File: src/rtl/imem_pkg.sv
// Shared types and constants for the instruction memory responder.
package imem_pkg;

    localparam int unsigned INSTR_W = 32;
    localparam logic [INSTR_W-1:0] NOP_WORD = '0;

    typedef enum logic {
        CLEAR,
        RUN
    } state_e;

    typedef struct packed {
        logic [INSTR_W-1:0] instr;
        logic               err;
    } rsp_entry_t;

endpackage

File: src/rtl/imem_rsp_fifo.sv
// Two-entry in-order response buffer; slot0 is always the head.
module imem_rsp_fifo
    import imem_pkg::*;
(
    input  logic       clk_i,
    input  logic       rst_ni,
    input  logic       push_i,
    input  rsp_entry_t push_data_i,
    input  logic       pop_i,
    output rsp_entry_t head_o,
    output logic       valid_o,
    output logic [1:0] count_o
);

    rsp_entry_t slot0_q, slot0_d;
    rsp_entry_t slot1_q, slot1_d;
    logic [1:0] count_q, count_d;
    logic       do_push, do_pop;

    always_comb begin
        slot0_d = slot0_q;
        slot1_d = slot1_q;
        count_d = count_q;
        do_push = push_i && (count_q != 2'd2);
        do_pop  = pop_i && (count_q != 2'd0);
        case ({do_push, do_pop})
            2'b10: begin
                if (count_q == 2'd0) begin
                    slot0_d = push_data_i;
                end else begin
                    slot1_d = push_data_i;
                end
                count_d = count_q + 2'd1;
            end
            2'b01: begin
                // Empty slots are kept zero so the head reads as zero when drained.
                slot0_d = slot1_q;
                slot1_d = '0;
                count_d = count_q - 2'd1;
            end
            2'b11: begin
                slot0_d = push_data_i;
            end
            default: ;
        endcase
    end

    always_ff @(posedge clk_i) begin
        if (!rst_ni) begin
            slot0_q <= '0;
            slot1_q <= '0;
            count_q <= 2'd0;
        end else begin
            slot0_q <= slot0_d;
            slot1_q <= slot1_d;
            count_q <= count_d;
        end
    end

    assign head_o  = slot0_q;
    assign valid_o = (count_q != 2'd0);
    assign count_o = count_q;

endmodule

File: src/rtl/imem_responder.sv
// Word-addressed instruction memory with a load port, a post-reset clear sequencer
// and a two-entry response buffer on the fetch side.
module imem_responder
    import imem_pkg::*;
#(
    parameter int unsigned DEPTH  = 16,
    parameter int unsigned ADDR_W = 32
) (
    input  logic               clk,
    input  logic               rst,
    input  logic               req_valid,
    output logic               req_ready,
    input  logic [ADDR_W-1:0]  req_addr,
    output logic               rsp_valid,
    input  logic               rsp_ready,
    output logic [INSTR_W-1:0] rsp_instr,
    output logic               rsp_err,
    input  logic               ld_en,
    input  logic [ADDR_W-1:0]  ld_addr,
    input  logic [INSTR_W-1:0] ld_data,
    output logic               busy
);

    localparam int unsigned IDX_W = $clog2(DEPTH);
    localparam logic [ADDR_W-1:0] DEPTH_A = ADDR_W'(DEPTH);
    localparam logic [IDX_W-1:0] LAST_IDX = IDX_W'(DEPTH - 1);

    state_e             state_q, state_d;
    logic [IDX_W-1:0]   clr_idx_q, clr_idx_d;
    logic               busy_q, busy_d;
    logic [INSTR_W-1:0] mem_q [DEPTH];

    logic               mem_we;
    logic [IDX_W-1:0]   mem_waddr;
    logic [INSTR_W-1:0] mem_wdata;

    rsp_entry_t         rd_entry, rsp_head;
    logic [1:0]         rsp_count;
    logic               push, pop;

    always_comb begin
        state_d   = state_q;
        clr_idx_d = clr_idx_q;
        mem_we    = 1'b0;
        mem_waddr = ld_addr[IDX_W-1:0];
        mem_wdata = ld_data;
        case (state_q)
            CLEAR: begin
                mem_we    = rst;
                mem_waddr = clr_idx_q;
                mem_wdata = NOP_WORD;
                clr_idx_d = clr_idx_q + 1'b1;
                if (clr_idx_q == LAST_IDX) begin
                    state_d = RUN;
                end
            end
            RUN: begin
                mem_we = rst && ld_en && (ld_addr < DEPTH_A);
            end
            default: ;
        endcase
        busy_d = (state_d == CLEAR);
    end

    always_ff @(posedge clk) begin
        if (!rst) begin
            state_q   <= CLEAR;
            clr_idx_q <= '0;
            busy_q    <= 1'b1;
        end else begin
            state_q   <= state_d;
            clr_idx_q <= clr_idx_d;
            busy_q    <= busy_d;
        end
    end

    // Array contents are not reset; the clear sequencer zeroes them instead.
    always_ff @(posedge clk) begin
        if (mem_we) begin
            mem_q[mem_waddr] <= mem_wdata;
        end
    end

    always_comb begin
        rd_entry.err   = (req_addr >= DEPTH_A);
        rd_entry.instr = rd_entry.err ? NOP_WORD : mem_q[req_addr[IDX_W-1:0]];
    end

    assign req_ready = (state_q == RUN) && (rsp_count < 2'd2);
    assign push      = req_valid && req_ready;
    assign pop       = rsp_valid && rsp_ready;

    imem_rsp_fifo u_rsp_fifo (
        .clk_i       (clk),
        .rst_ni      (rst),
        .push_i      (push),
        .push_data_i (rd_entry),
        .pop_i       (pop),
        .head_o      (rsp_head),
        .valid_o     (rsp_valid),
        .count_o     (rsp_count)
    );

    assign rsp_instr = rsp_valid ? rsp_head.instr : NOP_WORD;
    assign rsp_err   = rsp_valid && rsp_head.err;
    assign busy      = busy_q;

endmodule
File: config.mk
export PLATFORM = sky130hd
export DESIGN_NAME = imem_responder
export DESIGN_NICKNAME = d
export VERILOG_FILES = /design/src/rtl/imem_pkg.sv /design/src/rtl/imem_rsp_fifo.sv /design/src/rtl/imem_responder.sv
export SDC_FILE = /design/constraint.sdc
export NUM_CORES = 1
export LEC_CHECK = 0
export BUFFER_PORTS_ARGS = -buffer_cell sky130_fd_sc_hd__buf_2
export CORE_UTILIZATION = 30
export CTS_CLUSTER_SIZE = 8
export DETAILED_ROUTE_END_ITERATION = 10
export GPL_TIMING_DRIVEN = 0
export SLEW_MARGIN = 20
export SYNTH_ARGS = -nofsm -noshare
export SYNTH_HDL_FRONTEND = slang
export SYNTH_SLANG_ARGS = --single-unit
File: constraint.sdc
create_clock -name clk -period 4.2 [get_ports clk]
set_input_delay 0.42 -clock clk [delete_from_list [all_inputs] [get_ports clk]]
set_output_delay 0.42 -clock clk [all_outputs]
set_load 0.005 [all_outputs]
; ---- Word level (Yosys, flattened, before mapping)
; Memories as Yosys holds them, arrays and structs flattened.
; Cells that the tools add are included.
; Widths: inputs -> output; s select.
[classes]
n_addsub = 3
n_lt_le_gt_ge = 3
n_eq_ne = 7
muxes = 14
bitwise = 2
reduce_logical = 14
[op_table]
columns = op, n
row1 = $pmux 33 s3, 1
row2 = $mux 32, 3
row3 = $mux 33, 2
row4 = $pmux 33 s2, 1
row5 = $ge 32x5->1 const B, 1
row6 = $lt 32x5->1 const B, 1
row7 = $logic_and 1x1->1, 8
row8 = $add 4x1->4 const B, 1
row9 = $eq 2x2->1 const B, 2
row10 = $eq 4x4->1 const B, 1
row11 = $mux 1, 4
row12 = $mux 4, 1
row13 = $ne 2x2->1 const B, 2
row14 = $pmux 2 s2, 1
row15 = $reduce_and 2->1, 2
row16 = $reduce_bool 2->1, 2
row17 = $reduce_bool 3->1, 1
row18 = $add 2x1->2 const B, 1
row19 = $eq 2x1->1 const B, 1
row20 = $logic_not 2->1, 1
row21 = $lt 2x2->1 const B, 1
row22 = $ne 2x1->1 const B, 1
row23 = $not 1->1, 2
row24 = $pmux 1 s2, 1
row25 = $sub 2x1->2 const B, 1
[totals]
reg_bits = 74
ramBits = 512
inputBits = 101
out_inout_bits = 36
word_cells = 52
n_memories = 1
[mem_list]
columns = memory, words, word_bits, read_ports, rd_clocked_by_memory_dff, wr, line_no
row1 = mem_q, 16, 32, 1, 0, 1, imem_responder.sv:31  ; logic [INSTR_W-1:0] mem_q [DEPTH];

; ---- Depth between registers and ports, before layout
[logic_depth]
depth_word = 7
mapped_depth = 12
ltp_nobuf = 8

; ---- Modules after synthesis
; Synthesis repeated with hierarchy kept, for this count alone.
[hier_totals]
cells_unflattened = 1200
area_unflattened_um2 = 23033.3
[modules_own_cells]
columns = mod, instances, cells_each, area_per_inst_um2, seq_area_each_um2
row1 = imem_responder, 1, 955, 20265.7, 15494.9
row2 = imem_rsp_fifo, 1, 245, 2767.7, 1361.3

; ---- Worst setup path after synthesis
; Ideal clock, no wire load.
[synth_timing]
kind = input to register
from = input ld_addr[31]
to = memory mem_q[12][0], enable pin
setup_time_ns = 0.421
t_arrival_ns = 2.704
t_required_ns = 3.779
path_slack_ns = 1.075
stages = 5
path_buffers = 0
path_cell_list = nor4b_1 > nand4_1 > o21ai_0 > nand3_1 > nor2_1
[synth_via]
elab_chain_len = 5
[synth_lines]
columns = item, line_no
row1 = start: declaration, imem_responder.sv:19  ; input logic [ADDR_W-1:0] ld_addr,
row2 = $lt 32x5->1, imem_responder.sv:58  ; mem_we = rst && ld_en && (ld_addr < DEPTH_A);
row3 = $logic_and 1x1->1, imem_responder.sv:58
row4 = $pmux 1 s2, imem_responder.sv:47  ; case (state_q)
row5 = $mux 1, imem_responder.sv:79  ; if (mem_we) begin
row6 = $mux 1 (implied by the code), imem_responder.sv:80  ; mem_q[mem_waddr] <= mem_wdata;
row7 = end: declaration, imem_responder.sv:31
; Every way passes these cells.

; ---- Worst setup path in the final report
[layout_timing]
from = register state_q
to = register u_rsp_fifo.slot1_q[22] in the netlist's numbering
[layout_via]
elab_chain_len = 6
elab_cells_between_ends = 9
cone_classes = 3 x eq/ne / 1 x mux / 5 x reduce/logical
[layout_lines]
columns = item, line_no
row1 = start: declaration, imem_responder.sv:28  ; state_e state_q, state_d;
row2 = start signal: assignment, imem_responder.sv:71  ; state_q <= state_d;
row3 = $logic_and 1x1->1 (*), imem_responder.sv:89  ; assign req_ready = (state_q == RUN) && (rsp_count < 2'd2);
row4 = $logic_and 1x1->1 (*), imem_responder.sv:90  ; assign push = req_valid && req_ready;
row5 = $logic_and 1x1->1 (*), imem_rsp_fifo.sv:24  ; do_push = push_i && (count_q != 2'd2);
row6 = $eq 2x2->1 or $eq 2x1->1 (tied branches), imem_rsp_fifo.sv:26  ; case ({do_push, do_pop})
row7 = $ne 2x2->1 (no source line) or $reduce_bool 2->1 (tied branches), n/a
row8 = $reduce_and 2->1 (no source line), n/a
row9 = end signal: assignment, imem_rsp_fifo.sv:55  ; slot1_q <= slot1_d;
row10 = end: declaration, imem_rsp_fifo.sv:16  ; rsp_entry_t slot1_q, slot1_d;
; Mark *: on every way between the ends. The rest lies on a longest branch, timed or not.
; A chain may end at the register's enable or synchronous reset.

==> run_results.csv <==
group,metric,value,unit
finish,antenna_cells,0,
floorplanning,die_area,0.0792,mm2
placed_design,place_congestion,0.800,
worst_setup_path,end_kind,"register",
route,routedWlPerCell,23.3,um
global_route,grt_pass1_vias,13600,
synth,ys.warnings.count,0,
sta,max_slew_margin,0.306,
worst_setup_path,worstPathRequired,4.74,ns
cts,post-cts-setup-buffers,0,
route,via_count,13400,
route,drt_iter0_drc,1126,
synth,yosys.area.top_type,"edfxtp_1",
route,via_per_inst,5.03,
synth,synth.avg_cell_area,17.6,um2
worst_setup_path,crit_path_start,"state_q",
global_route,grt_usage,0.158,
synth,yosysTopAreaCellShare,0.657,
cts,cts-hold-fix-buffers,0,
worst_setup_path,startpoint_type,"register",
cts,h-tree-depth,3,
synth,synth.top_cells.by_count,"edfxtp_1, mux2i_1, mux4_2, dfxtp_1, and2_1",
worst_setup_path,critPathMaxFanout,10,
finish,nNetsFinal,1668,
min_path,min-delay-start,"req_valid",
route,drtAntennaViolNets,0,
flow_run,drv_cap,0,
synth,ys.flop_type,"edfxtp_1",
global_route,grt_max_degree,19,
synth,synth_area,0.0234,mm2
sta,min_period_over_period,0.888,
floorplanning,pin_count,137,
placed_design,dp_hpwl,41.7,mm
worst_setup_path,cpMostUsedCell,"clkbuf_1",
sta,rsz0062_at_grt,"no",
cts,clk_path_buf_depth,3,
sta,period_minus_slack,3.73,ns
synth,yosysMostFrequentCell,"edfxtp_1",
sta,clock.fmax,0.268,GHz
route,drc,0,
placed_design,port_buffers,132,
cts,cts_made_buffers,83,
sta,hold_violations,0,
cts,clock_sinks,586,
floorplanning,die_x,281,um
power,powerDensity,461,mW/mm2
finish,drive_gt1_frac,0.245,
power,p_leak,9.55,nW
worst_setup_path,path_class,"register to register",
synth,async_flop_share,0,
synth,ys_top_cells_by_area,"edfxtp_1, mux4_2, dfxtp_1",
floorplanning,coreArea,0.0773,mm2
worst_setup_path,rr_startpoint,"state_q",
cts,post_cts_resize_count,0,
synth,ys_seq_elements,586,
finish,postLayoutCellArea,0.0283,mm2
route,first_pass_iters,5,
global_route,antenna_found_initial,5,
worst_setup_path,cpPeakStageDelay,0.67,ns
synth,synth_cell_types,45,
cts,clk_pin_slew,0.05,ns
power,peakVddDrop,0.000271,V
global_route,grt.overflow.total,0,
synth,seq_area_frac_synth,0.720,
worst_setup_path,crit_slowest_cell,"clkbuf_1",
floorplanning,num_rows,102,
synth,synth_nets,1435,
worst_setup_path,cp_cell_sequence,"clkbuf_1, clkbuf_1, nor2b_1, nand2_1, ha_1, clkbuf_1, o21ai_0, and2_1, clkbuf_1, clkbuf_1, a22o_1",
finish,area.growth.synth_to_final,20.9,%
synth,synthCells,1331,
sta,skew,0.0128,ns
sta,tightestPinTransition,1.04,ns
worst_setup_path,cp.arrival,4.27,ns
min_path,hp-class,"input port to register",
cts,cts_tree,"built",
cts,clockRootBuffer,"clkbuf_16",
cts,clock_latency,0.61,ns
floorplanning,start_util,0.303,
synth,synth_edf_count,512,
sta,timing.hold.ws,0.260,ns
floorplanning,die_h,281,um
route,wirelength,62.4,mm
sta,setup_violations,0,
placed_design,postPlaceCellArea,0.0258,mm2
sta,finalMaxSlewViolations,0,
global_route,grt_pass1_wl,90.3,mm
run_status,status,"completed",
power,power,0.0130,W
## worst paths after layout
| path | to | cells after the start | slack (ns) |
|---|---|---|---|
| worst max-delay path | u_rsp_fifo.slot1_q[22] | 11 | 0.47 |
| worst min-delay path | u_rsp_fifo.head_o[0] | 4 | 0.26 |
| worst max register to register | u_rsp_fifo.slot1_q[22] | 11 | 0.47 |
| worst min register to register | u_rsp_fifo.head_o[0] | 2 | 0.47 |
## cell usage in the layout, fill, tap and decap left out, types with 3 or more instances in the layout
cell and count:
edfxtp_1 512, buf_2 167, mux2i_1 126, clkbuf_1 99, mux4_2 97, clkbuf_16 86, dfxtp_1 74, and2_1 69
o21ai_0 66, nand2_1 41, a31oi_1 34, a22o_1 33, a22oi_1 31, a21o_1 31, a21boi_1 30, nor2_4 16
nor2_1 12, nor4_1 12, buf_12 12, inv_1 7, buf_4 7, nand3_1 6, buf_6 5, nor2b_1 4
nand2b_1 4, a21oi_1 4, xnor2_1 4, buf_16 4, nand4_1 3, nor3_1 3, buf_1 3, and3_1 3
a21boi_0 3, ha_1 3, clkinv_8 3
## cell families (layout without fill, tap and decap cells)
logic type,after synthesis,after routing,share of synthesized area
and+or+nand+nor,179,179,0.0403
buffers and inverters,94,397,0.0197
DFF,586,586,0.720
xor gates and xnor gates,4,4,0.00150
muxes,223,223,0.147
adders and majority gates,3,3,0.00160
AOI/OAI and AO/OA,242,242,0.0699
## metal layers
layer  share of wire  routed length (um)  track usage  up-vias
met5         0.00021                  13            0        -
met4           0.016                 969       0.0378        2
li1                -                   -            -     5832
met2            0.47               29000        0.251      533
met3           0.075                4700       0.0345       73
met1            0.44               27600        0.219     6998
## cell type report
class	instances	area (um2)
clock buffer	149	2390
tap	1040	1300
multi-input combinational	651	6220
buffer	86	430
timing repair buffer	148	1010
fill	7227	49000
inverter	8	30.0
sequential	586	16900
clock inverter	6	66.3
## registers in the layout (all words and copies together), names as in the netlist
signal	cells
mem_q	512
u_rsp_fifo.head_o	33
u_rsp_fifo.slot1_q	33
clr_idx_q	4
u_rsp_fifo.count_o	2
busy	1
state_q	1
## worst max-delay path: cells and delay by family (launching register included)
kind	cells	cell delay (ns)
compound gates	2	0.61
fa+ha+maj	1	0.20
buf+inv	5	2.02
flops	1	0.31
simple gates	3	0.51
## per-stage QoR
| step | TNS [ns] | worst slack [ns] | util | cells |
|---|---|---|---|---|
| finish | 0 | 0.470 | 0.366 | 2674 |
| global route | 0 | 0.355 | 0.366 | 2674 |
| CTS | 0 | 0.586 | 0.366 | 2674 |
| detailed placement | 0 | 0.619 | 0.334 | 2519 |
| global placement | -526.33 | -1.21 | 0.328 | 2503 |
| floorplan | 0 | 1.08 | - | 1331 |
## where the power goes
group | switching, W | internal [W]
sequential | 0.0000148 | 0.00632
clock | 0.00240 | 0.00382
combinational | 0.000298 | 0.000188
total | 0.00271 | 0.0103
(Power assumes the default switching activity.)
